[config.mk]
export PLATFORM = sky130hd
export DESIGN_NAME = io_uart
export DESIGN_NICKNAME = d
export VERILOG_FILES = /design/src/rtl/io_uart_pkg.sv /design/src/rtl/io_uart_fifo.sv /design/src/rtl/io_uart.sv
export SDC_FILE = /design/constraint.sdc
export NUM_CORES = 1
export LEC_CHECK = 0
export ABC_CLOCK_PERIOD_IN_PS = 4100
export BUFFER_PORTS_ARGS = -buffer_cell sky130_fd_sc_hd__buf_2
export CELL_PAD_IN_SITES_DETAIL_PLACEMENT = 0
export CELL_PAD_IN_SITES_GLOBAL_PLACEMENT = 1
export CORE_UTILIZATION = 52
export CTS_CLUSTER_SIZE = 10
export DETAILED_ROUTE_END_ITERATION = 10
export PLACE_DENSITY_LB_ADDON = 0.1
export SYNTH_ARGS = -nofsm -noshare
export SYNTH_HDL_FRONTEND = slang
export SYNTH_HIERARCHICAL = 1
export SYNTH_SLANG_ARGS = --single-unit
[constraint.sdc]
create_clock -name clock -period 4.1 [get_ports clock]
set_input_delay 0.615 -clock clock [delete_from_list [all_inputs] [get_ports clock]]
set_output_delay 0.615 -clock clock [all_outputs]
set_load 0.1 [all_outputs]
[src/rtl/io_uart_pkg.sv]
// rtl/io_uart_pkg.sv - shared FSM state types, status bit positions and port constants for io_uart
package io_uart_pkg;

  typedef enum logic [1:0] {TX_IDLE, TX_START, TX_DATA, TX_STOP} tx_state_t;
  typedef enum logic [1:0] {RX_IDLE, RX_START, RX_DATA, RX_STOP} rx_state_t;

  localparam int ST_RX_VALID  = 0;
  localparam int ST_TX_FULL   = 1;
  localparam int ST_TX_IDLE   = 2;
  localparam int ST_RX_OVR    = 3;
  localparam int ST_FRAME_ERR = 4;
  localparam int ST_TX_DROP   = 5;

  localparam logic [2:0] IO_N_LOOPBACK = 3'd3;

endpackage

[src/rtl/io_uart_fifo.sv]
// rtl/io_uart_fifo.sv - synchronous TX byte FIFO; push when full and pop when empty are ignored
module io_uart_fifo #(
  parameter int DEPTH = 4,
  parameter int WIDTH = 8
) (
  input  logic             clock,
  input  logic             resetq,
  input  logic             i_push,
  input  logic [WIDTH-1:0] i_din,
  input  logic             i_pop,
  output logic [WIDTH-1:0] o_dout,
  output logic             o_full,
  output logic             o_empty
);

  localparam int AW = $clog2(DEPTH);
  localparam logic [AW:0] PTR_ONE = (AW+1)'(1);

  logic [WIDTH-1:0] r_mem [DEPTH];
  logic [AW:0]      r_wptr;
  logic [AW:0]      r_rptr;

  // Extra pointer MSB distinguishes full from empty when the indices match.
  assign o_full  = (r_wptr[AW] != r_rptr[AW]) && (r_wptr[AW-1:0] == r_rptr[AW-1:0]);
  assign o_empty = (r_wptr == r_rptr);
  assign o_dout  = r_mem[r_rptr[AW-1:0]];

  always_ff @(posedge clock) begin
    if (i_push && !o_full) r_mem[r_wptr[AW-1:0]] <= i_din;
  end

  always_ff @(posedge clock) begin
    if (!resetq) begin
      r_wptr <= '0;
      r_rptr <= '0;
    end else begin
      if (i_push && !o_full) r_wptr <= r_wptr + PTR_ONE;
      if (i_pop && !o_empty) r_rptr <= r_rptr + PTR_ONE;
    end
  end

endmodule

[src/rtl/io_uart.sv]
// rtl/io_uart.sv - CDP1802 I/O-bus 8N1 UART responder with TX FIFO, EF flags and status port
// Optional IO_UART_LOOPBACK_EN maps a loopback control bit at io_n=3.
module io_uart
  import io_uart_pkg::*;
#(
  parameter int CLKS_PER_BIT = 104,
  parameter int TX_DEPTH     = 4,
  parameter int PORT_DATA    = 1,
  parameter int PORT_STATUS  = 2
) (
  input  logic       clock,
  input  logic       resetq,
  input  logic [2:0] io_n,
  input  logic       io_inp,
  input  logic       io_out,
  input  logic [7:0] io_dout,
  output logic [7:0] io_din,
  output logic [3:0] ef,
  output logic       uart_tx,
  input  logic       uart_rx
);

  localparam int CW = $clog2(CLKS_PER_BIT);
  localparam logic [CW-1:0] CNT_ONE  = CW'(1);
  localparam logic [CW-1:0] CNT_LAST = CW'(CLKS_PER_BIT - 1);
  localparam logic [CW-1:0] CNT_HALF = CW'(CLKS_PER_BIT / 2 - 1);

  logic            w_wr_data, w_rd_data, w_rd_stat;
  logic            w_fifo_full, w_fifo_empty, w_fifo_pop, w_rx_src, w_tx_idle;
  logic [7:0]      w_fifo_dout, w_status, w_din;

  tx_state_t       r_tx_state;
  logic [CW-1:0]   r_tx_cnt;
  logic [2:0]      r_tx_bit;
  logic [7:0]      r_tx_shift;
  logic            r_tx_line;

  rx_state_t       r_rx_state;
  logic [CW-1:0]   r_rx_cnt;
  logic [2:0]      r_rx_bit;
  logic [7:0]      r_rx_shift, r_rx_data;
  logic            r_rx_s1, r_rx_s2, r_rx_d;
  logic            r_rx_valid, r_rx_ovr, r_frame_err, r_tx_drop;

  assign w_wr_data = io_out && (io_n == 3'(PORT_DATA));
  assign w_rd_data = io_inp && (io_n == 3'(PORT_DATA));
  assign w_rd_stat = io_inp && (io_n == 3'(PORT_STATUS));

  assign w_fifo_pop = !w_fifo_empty &&
                      ((r_tx_state == TX_IDLE) || (r_tx_state == TX_STOP && r_tx_cnt == CNT_LAST));
  assign w_tx_idle  = w_fifo_empty && (r_tx_state == TX_IDLE);

  io_uart_fifo #(.DEPTH(TX_DEPTH), .WIDTH(8)) u_fifo (
    .clock   (clock),
    .resetq  (resetq),
    .i_push  (w_wr_data),
    .i_din   (io_dout),
    .i_pop   (w_fifo_pop),
    .o_dout  (w_fifo_dout),
    .o_full  (w_fifo_full),
    .o_empty (w_fifo_empty)
  );

`ifdef IO_UART_LOOPBACK_EN
  logic r_loopback;
  always_ff @(posedge clock) begin
    if (!resetq) r_loopback <= 1'b0;
    else if (io_out && io_n == IO_N_LOOPBACK) r_loopback <= io_dout[0];
  end
  assign w_rx_src = r_loopback ? r_tx_line : uart_rx;
  assign uart_tx  = r_loopback | r_tx_line;
`else
  assign w_rx_src = uart_rx;
  assign uart_tx  = r_tx_line;
`endif

  // TX: each state lasts one bit time; STOP chains straight into START when more bytes wait.
  always_ff @(posedge clock) begin
    if (!resetq) begin
      r_tx_state <= TX_IDLE;
      r_tx_cnt   <= '0;
      r_tx_bit   <= '0;
      r_tx_shift <= '0;
      r_tx_line  <= 1'b1;
    end else begin
      case (r_tx_state)
        TX_IDLE: if (!w_fifo_empty) begin
          r_tx_state <= TX_START;
          r_tx_shift <= w_fifo_dout;
          r_tx_line  <= 1'b0;
          r_tx_cnt   <= '0;
        end
        TX_START: if (r_tx_cnt == CNT_LAST) begin
          r_tx_cnt   <= '0;
          r_tx_bit   <= '0;
          r_tx_line  <= r_tx_shift[0];
          r_tx_state <= TX_DATA;
        end else r_tx_cnt <= r_tx_cnt + CNT_ONE;
        TX_DATA: if (r_tx_cnt == CNT_LAST) begin
          r_tx_cnt <= '0;
          if (r_tx_bit == 3'd7) begin
            r_tx_state <= TX_STOP;
            r_tx_line  <= 1'b1;
          end else begin
            r_tx_bit   <= r_tx_bit + 3'd1;
            r_tx_shift <= {1'b0, r_tx_shift[7:1]};
            r_tx_line  <= r_tx_shift[1];
          end
        end else r_tx_cnt <= r_tx_cnt + CNT_ONE;
        TX_STOP: if (r_tx_cnt == CNT_LAST) begin
          r_tx_cnt <= '0;
          if (!w_fifo_empty) begin
            r_tx_state <= TX_START;
            r_tx_shift <= w_fifo_dout;
            r_tx_line  <= 1'b0;
          end else r_tx_state <= TX_IDLE;
        end else r_tx_cnt <= r_tx_cnt + CNT_ONE;
        default: r_tx_state <= TX_IDLE;
      endcase
    end
  end

  // RX plus sticky flags; later assignments make a same-cycle set beat a read clear.
  always_ff @(posedge clock) begin
    if (!resetq) begin
      r_rx_state  <= RX_IDLE;
      r_rx_cnt    <= '0;
      r_rx_bit    <= '0;
      r_rx_shift  <= '0;
      r_rx_data   <= '0;
      r_rx_s1     <= 1'b1;
      r_rx_s2     <= 1'b1;
      r_rx_d      <= 1'b1;
      r_rx_valid  <= 1'b0;
      r_rx_ovr    <= 1'b0;
      r_frame_err <= 1'b0;
      r_tx_drop   <= 1'b0;
    end else begin
      r_rx_s1 <= w_rx_src;
      r_rx_s2 <= r_rx_s1;
      r_rx_d  <= r_rx_s2;
      if (w_rd_data) r_rx_valid <= 1'b0;
      if (w_rd_stat) begin
        r_rx_ovr    <= 1'b0;
        r_frame_err <= 1'b0;
        r_tx_drop   <= 1'b0;
      end
      if (w_wr_data && w_fifo_full) r_tx_drop <= 1'b1;
      case (r_rx_state)
        RX_IDLE: if (r_rx_d && !r_rx_s2) begin
          r_rx_state <= RX_START;
          r_rx_cnt   <= '0;
        end
        RX_START: if (r_rx_cnt == CNT_HALF) begin
          r_rx_cnt   <= '0;
          r_rx_bit   <= '0;
          r_rx_state <= r_rx_s2 ? RX_IDLE : RX_DATA;
        end else r_rx_cnt <= r_rx_cnt + CNT_ONE;
        RX_DATA: if (r_rx_cnt == CNT_LAST) begin
          r_rx_cnt   <= '0;
          r_rx_shift <= {r_rx_s2, r_rx_shift[7:1]};
          if (r_rx_bit == 3'd7) r_rx_state <= RX_STOP;
          else r_rx_bit <= r_rx_bit + 3'd1;
        end else r_rx_cnt <= r_rx_cnt + CNT_ONE;
        RX_STOP: if (r_rx_cnt == CNT_LAST) begin
          r_rx_cnt   <= '0;
          r_rx_state <= RX_IDLE;
          if (!r_rx_s2) r_frame_err <= 1'b1;
          else if (r_rx_valid) r_rx_ovr <= 1'b1;
          else begin
            r_rx_data  <= r_rx_shift;
            r_rx_valid <= 1'b1;
          end
        end else r_rx_cnt <= r_rx_cnt + CNT_ONE;
        default: r_rx_state <= RX_IDLE;
      endcase
    end
  end

  always_comb begin
    w_status               = '0;
    w_status[ST_RX_VALID]  = r_rx_valid;
    w_status[ST_TX_FULL]   = w_fifo_full;
    w_status[ST_TX_IDLE]   = w_tx_idle;
    w_status[ST_RX_OVR]    = r_rx_ovr;
    w_status[ST_FRAME_ERR] = r_frame_err;
    w_status[ST_TX_DROP]   = r_tx_drop;
  end

  always_comb begin
    w_din = '0;
    if (w_rd_data) w_din = r_rx_valid ? r_rx_data : 8'h00;
    else if (w_rd_stat) w_din = w_status;
`ifdef IO_UART_LOOPBACK_EN
    else if (io_inp && io_n == IO_N_LOOPBACK) w_din = {7'b0, r_loopback};
`endif
  end

  assign io_din = w_din;
  assign ef     = {2'b00, w_fifo_full, r_rx_valid};

endmodule

==> flow_metrics.tcl <==
set metrics [dict create \
    p_clk_share_pct 26.8 \
    p_per_area_nw_per_um2 435 \
    totalWireLength_mm 9.53 \
    netSwitchingPower_mw 0.788 \
    nets 515 \
    die-area_sq_um 9810 \
    syn-instance-count 469 \
    ir_worst_vdd_mv 0.264 \
    crit_arrival_ns 2.28 \
    cts_max_level 3 \
    synth_area_sq_um 4900 \
    io_buffers 26 \
    period_share_pct 70.6 \
    place.gp.congestion 0.836 \
    antenna_found_initial 0 \
    max_freq_mhz 345 \
    ys_types 68 \
    reg2reg_from "r_tx_cnt[0]" \
    worst_ep_required_time_ns 3.48 \
    ctsHoldBuffers 0 \
    drc 0 \
    hp-start "r_rx_s1" \
    max_stage_delay_ns 0.54 \
    start_kind "flop" \
    wl_per_cell_microns 16.0 \
    ctsResizeCount 0 \
    tightest_slew_ns 1.05 \
    vias 3544 \
    grt_pass1_vias 3348 \
    track_usage_pct 20.9 \
    path_buf_inv 1 \
    cts_buffers 9 \
    overflow 0 \
    cts.sinks 96 \
    clock_tree.buffer_depth 2 \
    switching_share_pct 34.5 \
    seq_area_frac_synth_pct 45.8 \
    p_int_mw 1.50 \
    drv_slew 0 \
    max_slew_margin_pct 28.7 \
    finClkSkew_ns 0.0167 \
    cts_root_buffer "clkbuf_8" \
    endpoint_kind "primary output" \
    setup_ws_ns 1.21 \
    r2r-end "u_fifo/r_rptr[2]" \
    initial_core_util_pct 53.3 \
    path_cells "xor2_1, nor3_1, a22o_1, buf_2" \
    period_minus_slack_ns 2.89 \
    whs_ns 0.423 \
    critPathSlowestCell "nor3_1" \
    outcome "finished, final reports clean" \
    core.rowCount 35 \
    ant_nets 0 \
    drv_cap 0 \
    hp-class "flop to flop" \
    antennaDiodeCount 0 \
    pwr-share-comb_pct 24.3 \
    synth-seq-cells 96 \
    syn_area_per_cell_sq_um 10.4 \
    grt_pass1_wl_mm 16.2 \
    critPathKind "flop to primary output" \
    synthFlopType "dfxtp_1" \
    grt_max_degree 45 \
    p_leak_nw 1.94 \
    post-dp-hpwl_mm 6.80 \
    synthArstFlopShare_pct 0 \
    yosysWarnings 6 \
    r2r_cells 8 \
    sequentialPowerShare_pct 48.9 \
    viasPerCell 5.94 \
    path_clk_slew_ns 0.11 \
    cp_max_fo 7 \
    postCtsSetupRepairBufs 0 \
    tns_ns 0 \
    r2r_slack_ns 1.64 \
    min_to "r_rx_s2" \
    fp.dieW_microns 99.1 \
    area_growth_pct 7.08 \
    holdPathStages 1 \
    io_pins 29 \
    rsz0062_at_grt "false" \
    path_delay_family "simple AND/OR/NAND/NOR gates" \
    core_area_sq_um 9200 \
    finalHoldViolations 0 \
    pre_cts_ws_ns 1.24 \
    layout-drive-gt1-share_pct 14.2 \
    first_iter_violations 126 \
    cts_tree "done" \
    synth-edff-count 32 \
    setup_viol 0 \
    insertion_delay_ns 0.37 \
    fp.dieH_microns 99.1 \
    drt-pass1-iter-count 4 \
]
[metrics by stage]
stage | util, % | instances | total power, mW | cell area, sq um
final | 57.0 | 597 | 2.28 | 5250
after global routing | 57.0 | 597 | 2.42 | 5250
after CTS | 57.0 | 597 | 2.31 | 5250
after detailed placement | 54.9 | 581 | 1.69 | 5050
after global placement | 54.9 | 581 | 1.68 | 5050
after floorplan | - | 470 | 1.56 | 4900
[state kept, by name, summed over array words and instances (netlist names), 3 cells and up, named ones only]
signal,cells
r_rx_shift,8
r_tx_cnt,7
r_rx_bit,3
r_tx_bit,3
u_fifo/r_wptr,3
r_rx_data,8
u_fifo/r_mem,32
r_tx_shift,8
u_fifo/r_rptr,3
r_rx_cnt,7
[area by class of cell]
class | count | area, sq um
fillers | 803 | 3950
clock inverters | 7 | 72.6
inverters | 11 | 41.3
clock buffers | 9 | 124
flip-flops and latches | 96 | 2240
multi-input cells | 332 | 2460
repair buffers | 31 | 168
well taps | 111 | 139
[worst register-to-register path: cells and delay by family (launching register included)]
family                     cells  cell delay, ns
and+or+nand+nor                5            1.29
AOI/OAI and AO/OA              2            0.48
adders and majority gates      1            0.23
DFF                            1            0.38
[kinds of logic (layout without fill, tap and decap cells)]
| logic type | after synthesis | after routing | synth area share (%) |
|---|---|---|---|
| compound gates | 94 | 94 | 14.5 |
| mux | 33 | 33 | 8.79 |
| buf+inv | 42 | 58 | 4.11 |
| fa+ha+maj | 18 | 18 | 4.60 |
| xor+xnor | 6 | 6 | 1.07 |
| flops | 96 | 96 | 45.8 |
| simple gates | 179 | 179 | 21.1 |
| other cells | 1 | 2 | 0.0766 |
[power by group through the flow]
stage / clock network [mW] / registers [mW] / logic (mW)
after floorplan: 0 / 1.12 / 0.438
after global placement: 0 / 1.13 / 0.548
after detailed placement: 0 / 1.14 / 0.556
after CTS: 0.638 / 1.12 / 0.559
after global routing: 0.677 / 1.13 / 0.615
final: 0.612 / 1.12 / 0.555
[per-layer routing]
layer | part of all wire [%] | up-vias | global-route usage, %
li1 | - | 1772 | -
met1 | 46 | 1711 | 26.9
met2 | 50 | 50 | 35.3
met3 | 2.7 | 11 | 4.82
met4 | 1.1 | 0 | 5.66
met5 | 0 | - | 0
[Yosys cell counts, types with 3 or more instances]
cell,number,share of area [%]
dfxtp_1,64,26
nand2_1,39,3.0
edfxtp_1,32,20
nand3_1,32,3.3
mux2i_1,25,5.1
nor2_1,20,1.5
clkbuf_1,18,1.4
ha_1,18,4.6
nor2b_1,18,2.3
o21ai_0,14,1.4
a21boi_0,11,1.7
inv_1,11,0.84
o2111ai_1,11,2.0
and2_1,10,1.3
nand2b_1,9,1.1
a21oi_1,8,0.82
a32oi_1,8,1.4
and3_1,8,1.0
mux4_2,8,3.7
buf_4,6,0.92
nand3b_1,6,0.92
nor3_1,6,0.61
a211o_1,5,0.89
nand4_1,5,0.64
a22o_1,4,0.72
nor3b_1,4,0.61
o211ai_1,4,0.61
o22ai_1,4,0.51
a31oi_1,3,0.38
nor4bb_1,3,0.61
o21a_1,3,0.46
xnor2_1,3,0.54
xor2_1,3,0.54
[layout by cell type, fill, tap and decap left out, types with 9 or more instances in the layout]
master     instances
clkbuf_8           9
o21ai_0           14
and2_1            10
nor2b_1           18
edfxtp_1          32
nand3_1           32
inv_1             11
nand2b_1           9
o2111ai_1         11
a21boi_0          11
nand2_1           39
mux2i_1           25
ha_1              18
buf_2             26
dfxtp_1           64
nor2_1            20
[how the worst max path moves through the flow]
stage / start / end / cells after the start
6_report: u_fifo/r_wptr[0] / io_din[1] / 4
5_1_grt: u_fifo/r_wptr[0] / io_din[1] / 4
4_1_cts: u_fifo/r_wptr[0] / io_din[1] / 4
3_5_place_dp: io_n[1] / io_din[5] / 5
3_3_place_gp: io_n[1] / io_din[5] / 5
2_1_floorplan: io_n[1] / io_din[0] / 3
No activity file was read; power rests on OpenSTA's default activity.
